$ cat config.mk
export PLATFORM = sky130hd
export DESIGN_NAME = io_mem_responder
export DESIGN_NICKNAME = d
export VERILOG_FILES = /design/src/rtl/io_mem_responder.sv
export SDC_FILE = /design/constraint.sdc
export NUM_CORES = 1
export LEC_CHECK = 0
export CORE_ASPECT_RATIO = 1.5
export CORE_MARGIN = 2
export CORE_UTILIZATION = 49
export CTS_CLUSTER_DIAMETER = 100
export CTS_CLUSTER_SIZE = 14
export DETAILED_ROUTE_END_ITERATION = 7
export PLACE_DENSITY = 0.83
export SYNTH_ARGS = -nofsm -noshare
export SYNTH_HDL_FRONTEND = slang
export SYNTH_SLANG_ARGS = --single-unit
$ cat constraint.sdc
create_clock -name clk -period 3.8 [get_ports clk]
set_clock_uncertainty 0.2 [all_clocks]
set_input_delay 0.57 -clock clk [delete_from_list [all_inputs] [get_ports clk]]
set_output_delay 0.57 -clock clk [all_outputs]
set_load 0.01 [all_outputs]
$ cat src/rtl/io_mem_responder.sv
// ---------------------------------------------------------------------------
// io_mem_responder
//
// Memory-mapped I/O slave for a simple in-order core. It decodes the
// execute-stage address and serves a small register page:
//
//   offset 0x00  status   (R)  bit0 TX FIFO not full, bit1 rx_full,
//                              bit2 tx_overflow.
//                         (W)  writing bit2 = 1 clears tx_overflow.
//   offset 0x04  rx data  (R)  {24'b0, rx_byte}; reading it with rx_full
//                              set consumes the byte.
//   offset 0x08  tx data  (W)  pushes io_wdata[7:0] into the TX FIFO.
//   offset 0x10  cycle_cnt (R) free-running cycle counter.
//   offset 0x14  instr_cnt (R) retired-instruction counter.
//   offset 0x18  counter clear (W) zeroes both counters.
//
// The page is selected when io_addr[31:28] == 4'h8; only io_addr[7:0]
// takes part in the register decode. Loads return data one cycle after
// the request edge (io_rdata is a register).
//
// Ports
//   clk, rst            single clock, synchronous active-low reset
//   io_addr/io_wdata    byte address and lane-aligned store data
//   io_wea              byte write enables (any bit set = store)
//   io_re               load request
//   instr_valid         one retired instruction this cycle
//   io_rdata            registered load data
//   uart_tx_*           byte stream towards the UART transmitter
//   uart_rx_*           byte stream from the UART receiver
//
// Handshakes: both UART streams use valid/ready. A byte transfers on a
// rising edge where valid and ready are both high. The sender holds valid
// and data stable until that edge; ready may change freely. Here the
// responder is the sender on uart_tx_* (valid = FIFO not empty, data =
// FIFO head) and the receiver on uart_rx_* (ready = holding register
// empty and not in reset).
// ---------------------------------------------------------------------------
module io_mem_responder #(
    parameter int TX_DEPTH = 4  // power of two, 2..16
) (
    input  logic        clk,
    input  logic        rst,
    input  logic [31:0] io_addr,
    input  logic [31:0] io_wdata,
    input  logic [3:0]  io_wea,
    input  logic        io_re,
    input  logic        instr_valid,
    output logic [31:0] io_rdata,
    output logic        uart_tx_valid,
    output logic [7:0]  uart_tx_data,
    input  logic        uart_tx_ready,
    input  logic        uart_rx_valid,
    input  logic [7:0]  uart_rx_data,
    output logic        uart_rx_ready
);

    localparam int PTR_W = (TX_DEPTH > 1) ? $clog2(TX_DEPTH) : 1;
    localparam int CNT_W = $clog2(TX_DEPTH + 1);

    localparam logic [7:0] OFF_STATUS = 8'h00;
    localparam logic [7:0] OFF_RX     = 8'h04;
    localparam logic [7:0] OFF_TX     = 8'h08;
    localparam logic [7:0] OFF_CYCLE  = 8'h10;
    localparam logic [7:0] OFF_INSTR  = 8'h14;
    localparam logic [7:0] OFF_CLEAR  = 8'h18;

    localparam logic [CNT_W-1:0] COUNT_FULL = CNT_W'(TX_DEPTH);

    // -----------------------------------------------------------------------
    // State
    // -----------------------------------------------------------------------
    logic [31:0]      cycle_cnt;
    logic [31:0]      instr_cnt;
    logic [7:0]       rx_byte;
    logic             rx_full;
    logic             tx_overflow;
    logic [PTR_W-1:0] wr_ptr;
    logic [PTR_W-1:0] rd_ptr;
    logic [CNT_W-1:0] tx_count;
    logic [7:0]       tx_mem [TX_DEPTH];

    // -----------------------------------------------------------------------
    // Address decode
    // -----------------------------------------------------------------------
    logic       sel;
    logic [7:0] off;
    logic       is_store;
    logic       is_load;

    assign sel      = (io_addr[31:28] == 4'h8);
    assign off      = io_addr[7:0];
    assign is_store = sel && (|io_wea);
    assign is_load  = sel && io_re;

    // Address bits 27:8 and store data above the low byte never reach any
    // register; the reduction keeps them visibly consumed.
    logic unused_bits;
    assign unused_bits = ^{io_addr[27:8], io_wdata[31:8]};

    // -----------------------------------------------------------------------
    // FIFO status and control
    // -----------------------------------------------------------------------
    logic tx_full;
    logic tx_empty;
    logic tx_push;
    logic tx_drop;
    logic tx_pop;

    assign tx_full  = (tx_count == COUNT_FULL);
    assign tx_empty = (tx_count == '0);

    // Fullness is judged at the start of the cycle: a pop in the same cycle
    // does not free a slot for a push into a full FIFO.
    assign tx_push = is_store && (off == OFF_TX) && !tx_full;
    assign tx_drop = is_store && (off == OFF_TX) && tx_full;
    assign tx_pop  = !tx_empty && uart_tx_ready;

    assign uart_tx_valid = !tx_empty;
    assign uart_tx_data  = tx_empty ? 8'h00 : tx_mem[rd_ptr];

    // -----------------------------------------------------------------------
    // RX holding register and other side effects
    // -----------------------------------------------------------------------
    logic rx_accept;
    logic rx_clear;
    logic ovf_clear;
    logic cnt_clear;

    assign uart_rx_ready = rst && !rx_full;
    assign rx_accept     = uart_rx_valid && uart_rx_ready;
    // rx_accept needs rx_full low and rx_clear needs it high, so the two
    // can never coincide.
    assign rx_clear      = is_load && (off == OFF_RX) && rx_full;
    assign ovf_clear     = is_store && (off == OFF_STATUS) && io_wdata[2];
    assign cnt_clear     = is_store && (off == OFF_CLEAR);

    // -----------------------------------------------------------------------
    // Read mux: values as they stand before this edge's updates. Offsets
    // that are write-only (0x08, 0x18) or unmapped read as zero.
    // -----------------------------------------------------------------------
    logic [31:0] rd_mux;

    always_comb begin
        rd_mux = 32'h0;
        case (off)
            OFF_STATUS: rd_mux = {29'h0, tx_overflow, rx_full, !tx_full};
            OFF_RX:     rd_mux = {24'h0, rx_byte};
            OFF_CYCLE:  rd_mux = cycle_cnt;
            OFF_INSTR:  rd_mux = instr_cnt;
            default:    rd_mux = 32'h0;
        endcase
    end

    // -----------------------------------------------------------------------
    // Registers
    // -----------------------------------------------------------------------
    always_ff @(posedge clk) begin
        if (!rst) begin
            io_rdata    <= 32'h0;
            cycle_cnt   <= 32'h0;
            instr_cnt   <= 32'h0;
            wr_ptr      <= '0;
            rd_ptr      <= '0;
            tx_count    <= '0;
            rx_full     <= 1'b0;
            rx_byte     <= 8'h00;
            tx_overflow <= 1'b0;
        end else begin
            io_rdata <= is_load ? rd_mux : 32'h0;

            // A clear store wins over the increment of the same cycle.
            if (cnt_clear) begin
                cycle_cnt <= 32'h0;
                instr_cnt <= 32'h0;
            end else begin
                cycle_cnt <= cycle_cnt + 32'd1;
                instr_cnt <= instr_cnt + 32'(instr_valid);
            end

            // Pointers are PTR_W bits wide and TX_DEPTH is a power of two,
            // so natural wrap gives the modulo behaviour.
            if (tx_push) begin
                wr_ptr <= wr_ptr + PTR_W'(1);
            end
            if (tx_pop) begin
                rd_ptr <= rd_ptr + PTR_W'(1);
            end

            case ({tx_push, tx_pop})
                2'b10:   tx_count <= tx_count + CNT_W'(1);
                2'b01:   tx_count <= tx_count - CNT_W'(1);
                default: tx_count <= tx_count;
            endcase

            // A dropped push and an overflow-clear store target different
            // offsets, so they cannot collide.
            if (tx_drop) begin
                tx_overflow <= 1'b1;
            end else if (ovf_clear) begin
                tx_overflow <= 1'b0;
            end

            if (rx_accept) begin
                rx_byte <= uart_rx_data;
                rx_full <= 1'b1;
            end else if (rx_clear) begin
                rx_full <= 1'b0;
            end
        end
    end

    // FIFO storage carries no reset; an empty FIFO never exposes it.
    always_ff @(posedge clk) begin
        if (rst && tx_push) begin
            tx_mem[wr_ptr] <= io_wdata[7:0];
        end
    end

endmodule

### Word level (Yosys, flattened, before mapping)

Memory sizes are Yosys's and may differ from the RTL's. A register that Yosys moved wholly into a read port is not among the register bits.
Index checks and enable logic that the tools add are counted.
Widths: inputs -> output; s select.

* flip-flop bits (word level): 113
* memory bits (writable): 32
* input bits: 82
* output and inout port bits: 42
* word-level logic and storage cells: 62
* memories: 1

* $add $sub $neg: 6
* equal/unequal tests: 9
* muxes and demuxes: 11
* bitwise gates (word level): 1
* reductions and logical operators: 25

Memories
* tx_mem: words 4, bits a word 8, rd ports 1, clocked after memory_dff 1, write ports 1, RTL line 80 `logic [7:0] tx_mem [TX_DEPTH];`

Operator list (count)
* $pmux 32 s4: 1
* $add 32x1->32: 1
* $add 32x1->32 const B: 1
* $eq 8x5->1 const B: 3
* $logic_and 1x1->1: 14
* $eq 8x3->1 const B: 1
* $eq 8x4->1 const B: 1
* $logic_not 8->1: 1
* $mux 8: 1
* $mux 1: 6
* $pmux 3 s2: 1
* $reduce_bool 2->1: 3
* $add 2x1->2 const B: 2
* $eq 4x4->1 const B: 1
* $mux 2: 2
* $reduce_or 4->1: 1
* $add 3x1->3 const B: 1
* $eq 3x3->1 const B: 1
* $logic_not 1->1: 3
* $logic_not 3->1: 1
* $sub 3x1->3 const B: 1
* $eq 2x1->1 const B: 1
* $eq 2x2->1 const B: 1
* $reduce_and 2->1: 1
* other kinds (2): 2

### Depth between registers and ports, before layout

* depth in word-level cells: 7
* gate-level depth with buffers: 10

### Worst setup path before layout

OpenSTA, ideal clock, no wires.

* path type: input -> register
* from: input io_addr[4]
* to: register tx_count[2]
* setup time: 76 ps
* arrival: 2949 ps
* required time: 3524 ps
* slack: 575 ps
* stages on the path: 10
* buffers on the path: 1
* cell sequence: clkbuf_1 > or4b_2 > nor4_1 > nand2_1 > ha_1 > inv_1 > fa_1 > xor2_1 > or3_1 > a21boi_0

* longest elaborated chain between the ends: 5

Ends and longest elaborated chain
* start, declared: RTL line 43 `input logic [31:0] io_addr,`
* $eq 8x4->1 *: RTL line 114 `assign tx_push = is_store && (off == OFF_TX) && !tx_full;`
* $logic_and 1x1->1 * (2 in a row): RTL line 114
* $eq 2x1->1 / $eq 2x2->1 (equally long branches): RTL line 189 `case ({tx_push, tx_pop})`
* $pmux 3 s2 / $reduce_bool 2->1 (equally long branches)
* end signal, assigned: RTL line 190 `2'b10: tx_count <= tx_count + CNT_W'(1);`
* end signal, assigned: RTL line 191 `2'b01: tx_count <= tx_count - CNT_W'(1);`
* end signal, assigned: RTL line 192 `default: tx_count <= tx_count;`
* end, declared: RTL line 79 `logic [CNT_W-1:0] tx_count;`

Every way passes the cells marked *; elsewhere a longest branch is shown, timed or not.
A chain may end at the register's enable or synchronous reset.

### Final worst setup path

* from: input io_addr[29]
* to: register tx_count[1]

* longest elaborated chain between the ends: 6

Ends and longest elaborated chain
* $eq 4x4->1 *: RTL line 90 `assign sel = (io_addr[31:28] == 4'h8);`
* $logic_and 1x1->1 *: RTL line 92 `assign is_store = sel && (|io_wea);`
* $logic_and 1x1->1 * (2 in a row): RTL line 114
* $eq 2x1->1 / $eq 2x2->1 (equally long branches): RTL line 189
* $pmux 3 s2 / $reduce_bool 2->1 (equally long branches)

Marks and branches as above.

==> flow_metrics.tcl <==
set metrics [dict create \
    min_to "cycle_cnt[0]" \
    clk_pin_slew_worst_paths_ns 0.06 \
    cts_tree "done" \
    drc 0 \
    power_frac_comb 0.039 \
    wirelength_um 16400 \
    port_buffers 79 \
    dpl.hpwl_um 11500 \
    status "finished clean" \
    hold_class "flip-flop to flip-flop" \
    synth_seq_cells 147 \
    grt_pass1_wl_um 26700 \
    ys.flop_type "dfxtp_1" \
    min_period_ns 3.19 \
    layout.nets 794 \
    p_clk_frac 0.477 \
    antenna_found_initial 0 \
    worst-path-stages 10 \
    reg2reg_depth 5 \
    via_count 5261 \
    cts_buffers 17 \
    rsz0062_at_grt "no" \
    critPathBufInv 3 \
    worstPathMaxFanout 7 \
    holdPathStages 1 \
    synth-warning-count 0 \
    r2r_slack_ns 1.13 \
    cts_resized 0 \
    p_total_mw 3.33 \
    area_growth_pct 23.2 \
    nFillCells 1029 \
    vias_per_cell 6.01 \
    die_w_um 98.4 \
    cap_violations 0 \
    tns_ns 0 \
    p_sw_frac 0.239 \
    antenna_cells 0 \
    syn_nets 719 \
    io-pin-count 124 \
    clock-root-buffer "clkbuf_16" \
    crit_path_start_kind "input pin" \
    core_area_um2 13000 \
    num_rows 51 \
    synthArstFlopShare 0 \
    wl_per_cell_um 18.8 \
    die_h_um 146 \
    reg2reg_to "cycle_cnt[26]" \
    worstMarginPinSlew_ns 0.954 \
    grt-ovfl-total 0 \
    p_leak_nw 2.48 \
    critical_path.top_delay_family "simple AND/OR/NAND/NOR gates" \
    max_stage_delay_ns 0.58 \
    hp-start "cycle_cnt[0]" \
    finalHoldViolations 0 \
    r2r-start "cycle_cnt[0]" \
    grt_start_max_net_pins 33 \
    cts_buffer_depth 2 \
    power_switching_uw 796 \
    gp_congestion 0.873 \
    synth_top_area_share 0.352 \
    seqPwrFrac 0.484 \
    drt-pass1-iter-count 5 \
    setup_viol 0 \
    slew_headroom 0.363 \
    crit_arrival_ns 3.36 \
    crit_type "input pin to flip-flop" \
    postRouteAntennaNets 0 \
    slowest_stage "or4b_4" \
    p_int_mw 2.54 \
    fin_crit_sh 0.840 \
    worstPathRequired_ns 3.97 \
    cts_hold_buf 0 \
    peakVddDrop_v 0.000339 \
    seq_area_frac_synth 0.499 \
    synth_area_um2 6540 \
    cts_max_level 4 \
    crit_chain "clkdlybuf4s50_1 -> or4b_4 -> nor4_1 -> buf_4 -> nand2_1 -> ha_1 -> inv_1 -> fa_1 -> o21ai_0 -> and2_1" \
    endpoint_kind "flip-flop" \
    grt_use_total 0.232 \
    maxSlewViolCount 0 \
    netlist_instances 628 \
    syn_avg_cell_area_um2 10.4 \
    layout-drive-gt1-share 0.179 \
    initial_core_util 0.503 \
    insertion_delay_ns 0.42 \
    clkSinkCount 147 \
    powerDensity_nw_per_um2 414 \
    dieArea_um2 14300 \
    yosysTopAreaCell "dfxtp_1" \
    fmax_mhz 313 \
    post_cts_buffers 0 \
    grt_pass1_vias 5387 \
    first_iter_violations 402 \
    synth_edf_count 32 \
    synth.area.top_cells "dfxtp_1 (35%), edfxtp_1 (15%), a21oi_2 (4.3%), mux4_2 (3.1%), a22oi_1 (3.0%)" \
    synth_cell_type_count 44 \
]
-- logic make-up (layout without fill, tap and decap cells) --
family	after synthesis	after routing	share of synthesized area
xor+xnor	28	28	0.0375
flops	147	147	0.499
simple gates	251	251	0.223
fa+ha+maj	9	9	0.0184
compound gates	117	117	0.131
mux	24	24	0.0553
buf+inv	52	140	0.0369
-- how the worst max path moves through the flow --
stage | from | to | slack (ns)
3_3_place_gp | io_addr[29] | tx_count[2] | 0.33
2_1_floorplan | io_addr[4] | tx_count[2] | 0.58
3_5_place_dp | io_addr[29] | tx_count[1] | 0.19
4_1_cts | io_addr[29] | tx_count[1] | 0.59
6_report | io_addr[29] | tx_count[1] | 0.61
5_1_grt | io_addr[29] | tx_count[2] | 0.44
-- cells in the final DEF, fill, tap and decap left out, types with 2 or more instances in the layout --
master and instances:
nor4_4 2, xnor2_1 17, inv_1 15, inv_6 4, and2_1 18, a21oi_1 12, or3_1 20, nor4_1 6
inv_8 5, clkinvlp_4 2, nand2_1 33, ha_1 8, and4_1 9, nor2_2 28, nand4_1 19, o31ai_1 18
nor2_1 28, a21boi_0 2, xor2_1 11, buf_12 2, buf_4 12, mux2i_1 8, dfxtp_1 115, clkdlybuf4s50_1 79
edfxtp_1 32, nor2b_1 12, mux2_2 7, clkbuf_16 17, o21ai_0 20, nor3_1 5, or4_1 25, o41ai_1 2
nand3_1 32, clkinv_4 3, and3_1 9, a21oi_2 32, a22oi_1 26, mux4_2 9
-- routing by layer --
metal | global-route usage | vias up | wire, um
met5 | 0 | - | 0
met4 | 0.0904 | 0 | 440
met3 | 0.0605 | 33 | 1010
met2 | 0.413 | 212 | 8570
met1 | 0.262 | 2548 | 6430
li1 | - | 2468 | -
-- sequential cells by signal, summed over array words and instances (netlist names), named ones only --
name / flops
tx_mem: 32
tx_overflow: 1
cycle_cnt: 32
io_rdata: 32
rx_byte: 8
rx_full: 1
rd_ptr: 2
wr_ptr: 2
tx_count: 3
instr_cnt: 32
-- power groups by stage --
| stage | Sequential [mW] | Clock, mW | Combinational (mW) |
|---|---|---|---|
| finish | 1.61 | 1.59 | 0.130 |
| floorplan | 1.65 | 0 | 0.0641 |
| global placement | 1.65 | 0 | 0.124 |
| detailed placement | 1.65 | 0 | 0.129 |
| global route | 1.61 | 1.67 | 0.140 |
| CTS | 1.61 | 1.60 | 0.130 |
-- through the flow --
| step | setup slack [ns] | instance area [um^2] | hold slack, ns | util | std cells |
|---|---|---|---|---|---|
| finish | 0.608 | 8060 | 0.282 | 0.619 | 875 |
| global route | 0.436 | 8060 | 0.311 | 0.619 | 875 |
| CTS | 0.593 | 8060 | 0.281 | 0.619 | 875 |
| detailed placement | 0.188 | 7500 | 0.268 | 0.576 | 843 |
| global placement | 0.333 | 7500 | 0.262 | 0.576 | 843 |
| floorplan | 0.575 | 6540 | 0.247 | - | 628 |
-- cells in the mapped netlist, drive strengths merged (11+ instances only) --
library cell	count
or4	26
o21ai	20
nand3	32
dfxtp	115
xor2	11
nand4	19
nor2b	12
nor2	56
a22oi	26
a21oi	44
or3	20
o31ai	19
clkbuf	30
xnor2	17
and2	18
edfxtp	32
inv	15
nand2	33
-- area by class of cell --
class | count | area, um^2 | area share
flip-flops and latches | 147 | 3260 | 0.405
multi-input cells | 429 | 3060 | 0.379
repair buffers | 93 | 921 | 0.114
clock buffers | 17 | 425 | 0.0528
well taps | 159 | 199 | 0.0247
clock inverters | 15 | 138 | 0.0171
inverters | 15 | 56.3 | 0.00699
(Power assumes the default switching activity.)
